===== config.mk =====
export PLATFORM = sky130hd
export DESIGN_NAME = stream_median3
export DESIGN_NICKNAME = d
export VERILOG_FILES = /design/src/rtl/stream_median3.sv
export SDC_FILE = /design/constraint.sdc
export NUM_CORES = 1
export LEC_CHECK = 0
export CORE_MARGIN = 2
export CORE_UTILIZATION = 48
export CTS_CLUSTER_DIAMETER = 120
export DETAILED_ROUTE_END_ITERATION = 16
export PLACE_DENSITY_LB_ADDON = 0.08
export SYNTH_ARGS = -nofsm -noshare
export SYNTH_HDL_FRONTEND = slang
export SYNTH_SLANG_ARGS = --single-unit

===== constraint.sdc =====
create_clock -name clk -period 10.1 [get_ports clk]
set_input_delay 2.02 -clock clk [delete_from_list [all_inputs] [get_ports clk]]
set_output_delay 2.02 -clock clk [all_outputs]
set_load 0.1 [all_outputs]

===== src/rtl/stream_median3.sv =====
// Avalon-ST 3-tap horizontal median pre-filter for 24-bit RGB video.
// One-word hold stage (H) with a left-neighbour register (P) and a registered source port.
module stream_median3 #(
  parameter int IMAGE_W     = 640,
  parameter int FRAME_CNT_W = 16
) (
  input  logic                   clk,
  input  logic                   reset,
  input  logic [23:0]            sink_data,
  input  logic                   sink_valid,
  output logic                   sink_ready,
  input  logic                   sink_sop,
  input  logic                   sink_eop,
  output logic [23:0]            source_data,
  output logic                   source_valid,
  input  logic                   source_ready,
  output logic                   source_sop,
  output logic                   source_eop,
  input  logic                   mode,
  output logic [FRAME_CNT_W-1:0] frame_count
);

  localparam int X_W = (IMAGE_W > 2) ? $clog2(IMAGE_W) : 2;
  localparam logic [X_W-1:0] X_LAST        = X_W'(IMAGE_W - 1);
  localparam logic [X_W-1:0] X_RIGHT_INNER = X_W'(IMAGE_W - 2);

  typedef enum logic [1:0] {
    IDLE,
    RUN,
    FLUSH
  } state_t;

  state_t state, next_state;

  logic [23:0]    h_data;
  logic           h_sop;
  logic           h_eop;
  logic [X_W-1:0] h_x;
  logic           h_pix;
  logic [23:0]    p_data;
  logic           pkt_video;
  logic [X_W-1:0] x_cnt;

  logic        out_free;
  logic        accept;
  logic        emit_run;
  logic        emit_flush;
  logic        filt_en;
  logic [23:0] med_data;
  logic [23:0] f_data;

  function automatic logic [7:0] med3(input logic [7:0] a, input logic [7:0] b,
                                      input logic [7:0] c);
    logic [7:0] lo;
    logic [7:0] hi;
    logic [7:0] m;
    lo = (a < b) ? a : b;
    hi = (a < b) ? b : a;
    m  = (hi < c) ? hi : c;
    return (lo > m) ? lo : m;
  endfunction

  always_ff @(posedge clk) begin
    if (reset) begin
      state <= IDLE;
    end else begin
      state <= next_state;
    end
  end

  always_comb begin
    out_free   = ~source_valid | source_ready;
    next_state = state;
    sink_ready = 1'b0;
    accept     = 1'b0;
    emit_run   = 1'b0;
    emit_flush = 1'b0;
    case (state)
      IDLE: begin
        sink_ready = ~reset & out_free;
        accept     = sink_valid & sink_ready;
        // A lone sop+eop word still needs its own flush to be emitted.
        if (accept) begin
          next_state = sink_eop ? FLUSH : RUN;
        end
      end
      RUN: begin
        sink_ready = ~reset & out_free;
        accept     = sink_valid & sink_ready;
        if (accept) begin
          emit_run = 1'b1;
          if (sink_eop) begin
            next_state = FLUSH;
          end
        end
      end
      FLUSH: begin
        if (out_free) begin
          emit_flush = 1'b1;
          next_state = IDLE;
        end
      end
      default: next_state = IDLE;
    endcase
  end

  // An incoming sop means H ends a packet that lost its eop, so H goes out raw.
  always_comb begin
    filt_en = mode & pkt_video & h_pix & ~h_eop & ~sink_sop &
              (h_x != '0) & (h_x <= X_RIGHT_INNER);
    for (int ch = 0; ch < 3; ch++) begin
      med_data[ch*8 +: 8] = med3(p_data[ch*8 +: 8], h_data[ch*8 +: 8], sink_data[ch*8 +: 8]);
    end
    f_data = filt_en ? med_data : h_data;
  end

  always_ff @(posedge clk) begin
    if (reset) begin
      h_data       <= '0;
      h_sop        <= 1'b0;
      h_eop        <= 1'b0;
      h_x          <= '0;
      h_pix        <= 1'b0;
      p_data       <= '0;
      pkt_video    <= 1'b0;
      x_cnt        <= '0;
      source_valid <= 1'b0;
      source_data  <= '0;
      source_sop   <= 1'b0;
      source_eop   <= 1'b0;
      frame_count  <= '0;
    end else begin
      if (accept) begin
        p_data <= h_data;
        h_data <= sink_data;
        h_sop  <= sink_sop;
        h_eop  <= sink_eop;
        h_pix  <= ~sink_sop;
        if (sink_sop) begin
          pkt_video <= (sink_data[3:0] == 4'h0);
          h_x       <= '0;
          x_cnt     <= '0;
        end else begin
          h_x   <= x_cnt;
          x_cnt <= (x_cnt == X_LAST) ? '0 : x_cnt + 1'b1;
        end
      end

      if (emit_run) begin
        source_valid <= 1'b1;
        source_data  <= f_data;
        source_sop   <= h_sop;
        source_eop   <= h_eop;
      end else if (emit_flush) begin
        source_valid <= 1'b1;
        source_data  <= h_data;
        source_sop   <= h_sop;
        source_eop   <= 1'b1;
        if (pkt_video) begin
          frame_count <= frame_count + 1'b1;
        end
      end else if (source_ready) begin
        source_valid <= 1'b0;
      end
    end
  end

endmodule

Yosys cells after proc, flatten, opt, wreduce, memory -nomap -nowiden
Cells that the tools add are included.
- $add $sub $neg: 2
- order comparisons: 10
- equal/unequal tests: 7
- mux-type cells: 37
- bitwise logic cells: 14
- reduce and logical (&&, ||, !) cells: 9
- operators by type and width (operator ; number):
    8-bit 2-to-1 mux ; 12
    24-bit 2-to-1 mux ; 3
    8-bit < comparator ; 6
    10-bit 2-to-1 mux ; 3
    8-bit > comparator ; 3
    16-bit by 1-bit adder with 16-bit output (second input constant) ; 1
    1-bit 2-to-1 mux ; 13
    10-bit by 1-bit adder with 10-bit output (second input constant) ; 1
    10-bit equality test (second input constant) ; 1
    10-bit less-or-equal comparator (second input constant) ; 1
    2-bit 2-to-1 mux ; 5
    10-bit nonzero test ; 1
    1-bit AND ; 8
    2-bit != test (second input constant) ; 4
    2-bit one-hot mux with 3 select lines ; 1
    1-bit inverter ; 5
    4-bit zero test ; 1
    4-bit AND reduction ; 1
    3-bit AND reduction ; 1
    3-bit nonzero test ; 1
    2-bit by 1-bit equality test with 1-bit output (second input constant) ; 1
    2-bit equality test (second input constant) ; 1
    2-bit zero test ; 1
    2-bit AND reduction ; 1
    3 further kinds ; 3
- register bits: 117
- input port bits: 31
- output and inout bits: 44
- word-level logic and storage cells: 93

Logic depth before layout (Yosys ltp)
Gate-level depths: netlist of run 1.
- depth in word-level cells: 8
- mapped depth: 27
- depth with buffers taken out: 24

Least setup slack after synthesis of run 1
Ideal clock, no wire load.
- path kind: input to output
- start: input reset
- end: output sink_ready
- arrival: 4.493 ns
- required time: 8.080 ns
- path slack: 3.587 ns
- cell stages on the path: 3
- buffers on the path: 2
- cells stage by stage: clkbuf_1 -> clkbuf_1 -> nor3_1
- longest elaborated chain between the ends: 3
- RTL lines (item ; line ; text):
    start, declared ; 8 ; input logic reset,
    1-bit inverter ; 80, 88 ;
    1-bit AND ; 80, 88 ;
    1-bit 2-to-1 mux ; n/a ;
    end, declared ; 11 ; output logic sink_ready,
No other way between the ends.

Worst setup path in the final report of run 1
- start: register h_data[10]
- end: register source_data[8]
- longest elaborated chain between the ends: 8
- elaborated cells between the ends (all ways): 9
- those cells by class: order compare: 3; mux: 6
- RTL lines (item ; line ; text):
    start, declared ; 35 ; logic [23:0] h_data;
    start signal, assigned ; 135 ; h_data <= sink_data;
    8-bit < comparator ; 57, 58 ;
    8-bit 2-to-1 mux ; 58 ; hi = (a < b) ? b : a;
    8-bit < comparator ; 59 ; m = (hi < c) ? hi : c;
    8-bit 2-to-1 mux ; 59 ;
    8-bit > comparator ; 60 ; return (lo > m) ? lo : m;
    8-bit 2-to-1 mux (*) ; 60 ;
    24-bit 2-to-1 mux (*) ; 114 ; f_data = filt_en ? med_data : h_data;
    24-bit 2-to-1 mux (*) ; 149 ; if (emit_run) begin
    end signal, assigned ; 151 ; source_data <= f_data;
    end signal, assigned ; 156 ; source_data <= h_data;
    end, declared ; 14 ; output logic [23:0] source_data,
Mark *: on every way between the ends. The rest lies on a longest branch, timed or not.
A chain may end at the register's enable or synchronous reset.

==> impl_metrics.yaml, run 1 <==
power:
  p_total_uw: 1440
  ir_worst_vdd_mv: 0.118
  power.leakage_uw: 0.00340
  p_per_area_nw_per_um2: 164
setup_path:
  cp-end-kind: "flop"
  r2r-end: "source_data[8]"
  start_kind: "flop"
  critPathMaxFanout: 17
  cp_data_required_time_ns: 10.41
  crit_arrival_ns: 6.52
  rrSetupSlack_ns: 3.90
  path_buf_inv: 1
  cp_slowest_cell: "and2_1"
  slowest_delay_ns: 0.70
  critical_path.top_delay_family: "compound AO/OA/AOI/OAI gates"
  r2r.worst_path.cells: 22
  r2r-start: "h_data[10]"
  crit_path_cell_trace: "inv_1, ha_1, a21oi_1, a21oi_2, o21ai_2, and2_1, mux2_2, ha_1, and4_1, a21oi_1, nand2_1, a2111oi_2, a211oi_4, mux2i_1, ha_1, and4_1, a21oi_1, a21boi_0, o21a_1, o21ai_1, nand2_1, o21a_1"
  crit_type: "reg -> reg"
sta:
  hold_violations: 0
  worst_pin_slew_ns: 1.13
  rsz0062_at_grt: "false"
  max_freq_ghz: 0.161
  fin_crit_ns: 6.20
  period_share_pct: 61.4
  finalSetupViolations: 0
  finalHoldWorstSlack_ns: 0.450
  setup_tns_ns: 0
  clock_skew_ns: 0.00681
  slew_violations: 0
  maxSlewHeadroom_pct: 24.9
placement:
  post-place-cells: 1143
  hpwlAfterDp_um: 12700
  gp_congestion: 0.885
  portBuffers: 74
clocking:
  clk_transition_reported_paths_ns: 0.06
  numCtsBuffers: 17
  hold_buffers: 0
  cts_root_buf: "clkbuf_16"
  clk_path_buf_depth: 2
  cts_resized: 0
  htreeDepth: 4
  clock_sinks: 117
  postCtsSetupBuffers: 0
  clock_latency_ns: 0.42
  cts_tree: "yes"
die:
  dieArea_um2: 16200
  die_w_um: 127
  rows: 45
  die_y_um: 127
  core-area_um2: 15000
  start_util_pct: 48.6
  top_level_ports: 75
routing:
  avgViaCountPerCell: 5.65
  via_count: 6635
  wl_per_cell_um: 15.8
  drcViolationCount: 0
  drtAntennaViolNets: 0
  dr.pass1.iters: 5
  wl_um: 18500
  drt_iter0_markers: 358
synth:
  syn_area_per_cell_um2: 7.92
  synthFlopType: "dfxtp_1"
  ys_seq_elements: 117
  synth.cell_area_um2: 7310
  seq_area_frac_synth_pct: 32.0
  syn_inst: 923
  synthDistinctLibCells: 58
  async_flop_share_pct: 0
  synth_largest_area_cell: "dfxtp_1"
  yosysWarningCount: 0
  synth_area_leaders: "dfxtp_1 (32%), ha_1 (12%), nand2_1 (8.4%), a21oi_1 (7.4%), mux2i_1 (3.7%)"
  synth_edf_count: 0
  synth_fp_nets: 1022
  synth_top_area_share_pct: 32.0
run_status:
  outcome: "finished, final reports clean"
grt:
  grt_pass1_wl_um: 31000
  grt_pass1_vias: 6307
  overflow: 0
  grtUsageTotal_pct: 23.5
  grt_antenna_before_repair: 0
  grt_max_degree: 71
finish:
  final_cells: 1175
  drive_above_1_share_pct: 7.80
  diodes: 0
  final_nets: 1073
  area_growth_pct: 20.1
hold_path:
  hp-class: "reg -> reg"
  min_to: "h_x[8]"
  min_from: "h_x[8]"
  holdPathStages: 2
flow_run:
  maxCapViolations: 0
==> cell type report <==
type / count / area, µm²
fillers: 1383 / 6250
repair buffers: 79 / 776
flip-flops and latches: 117 / 2340
well taps: 188 / 235
clock buffers: 18 / 429
multi-input cells: 706 / 4610
clock inverters: 14 / 199
inverters: 53 / 199
==> report_power, final <==
part	internal [µW]	leakage, µW	switching, µW
clock	415	0.000305	230
sequential	476	0.000949	12.5
combinational	105	0.00215	203
==> per-layer routing <==
metal | vias up | track usage, % | share of wire [%]
met3 | 21 | 6.37 | 5.3
met1 | 3063 | 30.1 | 47
met5 | - | 0 | 0
li1 | 3393 | - | -
met2 | 158 | 38.9 | 46
met4 | 0 | 6.98 | 1.2
==> sequential cells by signal, summed over array words and instances, names as in the netlist, 2 cells and up <==
signal and flops:
h_data 24, p_data 24, source_data 24, frame_count 16
h_x 10, x_cnt 10, state 2
==> worst register-to-register path, stage by stage, from the launching register on <==
cell and delay, ns:
dfxtp_1 0.37, inv_1 0.09, ha_1 0.32, a21oi_1 0.21
a21oi_2 0.10, o21ai_2 0.44, and2_1 0.71, mux2_2 0.43
ha_1 0.28, and4_1 0.22, a21oi_1 0.14, nand2_1 0.10
a2111oi_2 0.46, a211oi_4 0.16, mux2i_1 0.33, ha_1 0.30
and4_1 0.20, a21oi_1 0.12, a21boi_0 0.09, o21a_1 0.18
o21ai_1 0.45, nand2_1 0.16, o21a_1 0.23
==> worst max-delay path by stage <==
stage,startpoint,to,slack [ns],cells after the start
6_report,h_data[10],source_data[8],3.90,22
5_1_grt,h_data[10],source_data[8],3.48,23
4_1_cts,h_data[10],source_data[8],4.01,22
3_5_place_dp,sink_data[19],source_data[16],3.81,18
3_3_place_gp,sink_data[19],source_data[16],3.89,18
2_1_floorplan,reset,sink_ready,3.59,3
==> stage by stage <==
step                utilization (%)  cell area, µm²  worst slack [ns]
CTS                            58.4            8790              4.01
detailed placement             54.3            8160              3.81
finish                         58.4            8790              3.90
global placement               54.3            8160              3.89
floorplan                         -            7310              3.59
global route                   58.4            8790              3.48
==> synth_stat cells (8+ instances only) <==
cell        n
nand2_1   163
dfxtp_1   117
a21oi_1   108
ha_1       68
nor2_1     54
inv_1      51
o21ai_0    46
clkbuf_1   37
mux2i_1    27
nand3_1    26
mux2_2     22
o21a_1     17
nand4_1    14
nor3_1     14
a311o_1    13
nand3b_1   11
a21o_1     10
and3_1      9
xor2_1      9
nor2b_1     8
==> cell families after synthesis <==
family	Yosys count	synth area share [%]
XOR/XNOR	12	1.44
flip-flops	117	32.0
adder cells (fa/ha/maj)	68	11.6
AO/OA/AOI/OAI	245	21.7
multiplexers	49	7.08
AND/OR/NAND/NOR	332	20.8
buffers and inverters	100	5.29
==> layout by cell type (no fill, tap or decap), types with 9 or more instances in the layout <==
cell and n:
o21a_1 17, a21o_1 10, nor3_1 14, inv_1 51
dfxtp_1 117, clkdlybuf4s50_1 73, nand3b_1 11, mux2i_1 27
nand4_1 14, o21ai_0 46, a21oi_1 108, nand2_1 163
xor2_1 9, mux2_2 22, clkbuf_16 17, ha_1 68
nand3_1 25, a311o_1 13, nor2_1 54
Power figures use the tool's default switching activity.
==> run 2: changes to the inputs <==
- clock period: 10.1 -> 5.94 ns (I/O delays scaled with it)
==> impl_metrics.yaml, run 2 (synthesis results as in run 1) <==
clocking:
  cts_tree: "yes"
  numCtsBuffers: 17
  clock_sinks: 117
  clk_transition_reported_paths_ns: 0.05
  clock_latency_ns: 0.41
  cts_root_buf: "clkbuf_16"
  clk_path_buf_depth: 2
  postCtsSetupBuffers: 0
  htreeDepth: 4
die:
  die_w_um: 127
  die_y_um: 127
  top_level_ports: 75
  start_util_pct: 48.6
  core-area_um2: 15000
  rows: 45
  dieArea_um2: 16200
setup_path:
  slowest_delay_ns: 0.56
  critPathMaxFanout: 8
  critical_path.top_delay_family: "compound AO/OA/AOI/OAI gates"
  crit_type: "reg -> reg"
  start_kind: "flop"
  cp-end-kind: "flop"
  path_buf_inv: 1
  crit_path_cell_trace: "inv_1, ha_1, a21oi_1, a21oi_2, o21ai_2, and2_1, mux2_2, ha_1, and4_1, a21oi_1, nand2_1, nor3_1, a211oi_4, mux2i_1, ha_1, a21oi_1, nor2b_1, o21ai_0, a21boi_0, o21a_1, o21a_1, nor2_2, a211oi_1"
  cp_data_required_time_ns: 6.22
  cp_slowest_cell: "a211oi_4"
  crit_arrival_ns: 5.60
power:
  power.leakage_uw: 0.00340
  p_per_area_nw_per_um2: 270
  ir_worst_vdd_mv: 0.222
placement:
  post-place-cells: 1148
  portBuffers: 74
  hpwlAfterDp_um: 13000
  gp_congestion: 0.877
  placed_cell_area_um2: 8200
routing:
  drcViolationCount: 0
  wl_per_cell_um: 15.8
  wl_um: 18600
  drtAntennaViolNets: 0
  avgViaCountPerCell: 5.59
  drt_iter0_markers: 390
  dr.pass1.iters: 4
  via_count: 6586
sta:
  fin_crit_ns: 5.32
  clock_skew_ns: 0.00975
  period_share_pct: 89.5
  hold_violations: 0
  setup_tns_ns: 0
  rsz0062_at_grt: "false"
  max_freq_ghz: 0.188
  worst_pin_slew_ns: 1.00
  maxSlewHeadroom_pct: 32.9
  finalSetupViolations: 0
  slew_violations: 0
flow_run:
  maxCapViolations: 0
finish:
  diodes: 0
  area_growth_pct: 20.2
  drive_above_1_share_pct: 8.28
  nFillCells: 1431
  final_cells: 1178
  reg_top3: "h_data x24, p_data x24, source_data x24"
  final_common_cell: "nand2_1"
  utilization_pct: 58.5
  design_area_um2: 8790
  final_cell_mix: "nand2_1 (163), dfxtp_1 (117), a21oi_1 (107)"
  final_nets: 1078
grt:
  grt_max_degree: 80
  grt_pass1_wl_um: 31100
  grt_antenna_before_repair: 0
  grt_pass1_vias: 6145
  grtUsageTotal_pct: 23.6
  overflow: 0
run_status:
  outcome: "finished, final reports clean"
hold_path:
  hp-class: "reg -> reg"
==> run 2: cell count changes in the layout (fill, tap and decap cells not counted), moves of 2 or more <==
cell	before	now
buf_4	6	11
bufinv_16	4	2
inv_6	3	0
clkbuf_8	0	3
clkinvlp_4	1	3
clkinv_4	4	1
==> run 2: routing by layer <==
| metal | part of all wire, % | up-vias | wire length, µm | track usage (%) |
|---|---|---|---|---|
| li1 | - | 3396 | - | - |
| met1 | 48 | 3063 | 9010 | 31.2 |
| met2 | 46 | 111 | 8670 | 39.5 |
| met3 | 4.3 | 16 | 797 | 5.11 |
| met4 | 0.90 | 0 | 168 | 5.30 |
| met5 | 0 | - | 0 | 0 |
==> run 2: final timing paths <==
check / start / endpoint / slack [ns] / cells past startpoint
hold reg to reg: h_x[8] / h_x[8] / 0.46 / 2
setup reg to reg: h_data[10] / source_data[14] / 0.62 / 23
setup / recovery: h_data[10] / source_data[14] / 0.62 / 23
hold / removal: h_x[8] / h_x[8] / 0.46 / 2
==> run 2: area by class of cell <==
cell class	instances	area (µm²)	area share [%]
clock buffers	22	474	5.40
clock inverters	8	101	1.15
inverters	53	199	2.26
multi-input cells	706	4620	52.6
flip-flops and latches	117	2340	26.6
well taps	188	235	2.68
repair buffers	84	813	9.25
==> run 2: stage by stage <==
| stage | hold slack [ns] | total power (µW) | worst slack, ns |
|---|---|---|---|
| CTS | 0.456 | 2380 | 0.347 |
| detailed placement | 0.449 | 1370 | 0.415 |
| floorplan | 0.431 | 1240 | 0.886 |
| global placement | 0.438 | 1370 | 0.498 |
| global route | 0.474 | 2490 | 0.129 |
| finish | 0.456 | 2380 | 0.621 |
==> run 2: where the power goes <==
group | switching (µW) | internal (µW)
Clock | 360 | 644
Combinational | 352 | 189
Sequential | 21.5 | 809
Total | 734 | 1640
==> run 2: worst min-delay path, cell delays in order (launching register included) <==
cell	delay, ns
dfxtp_1	0.31
nand2_1	0.05
a21oi_1	0.05
==> run 2: what timing repair did <==
action / 4_1_cts / 5_1_grt
gates resized for setup: 0 / 4
setup endpoints to repair: 0 / 13
hold buffers: 0 / 0
hold endpoints to repair: 0 / 0
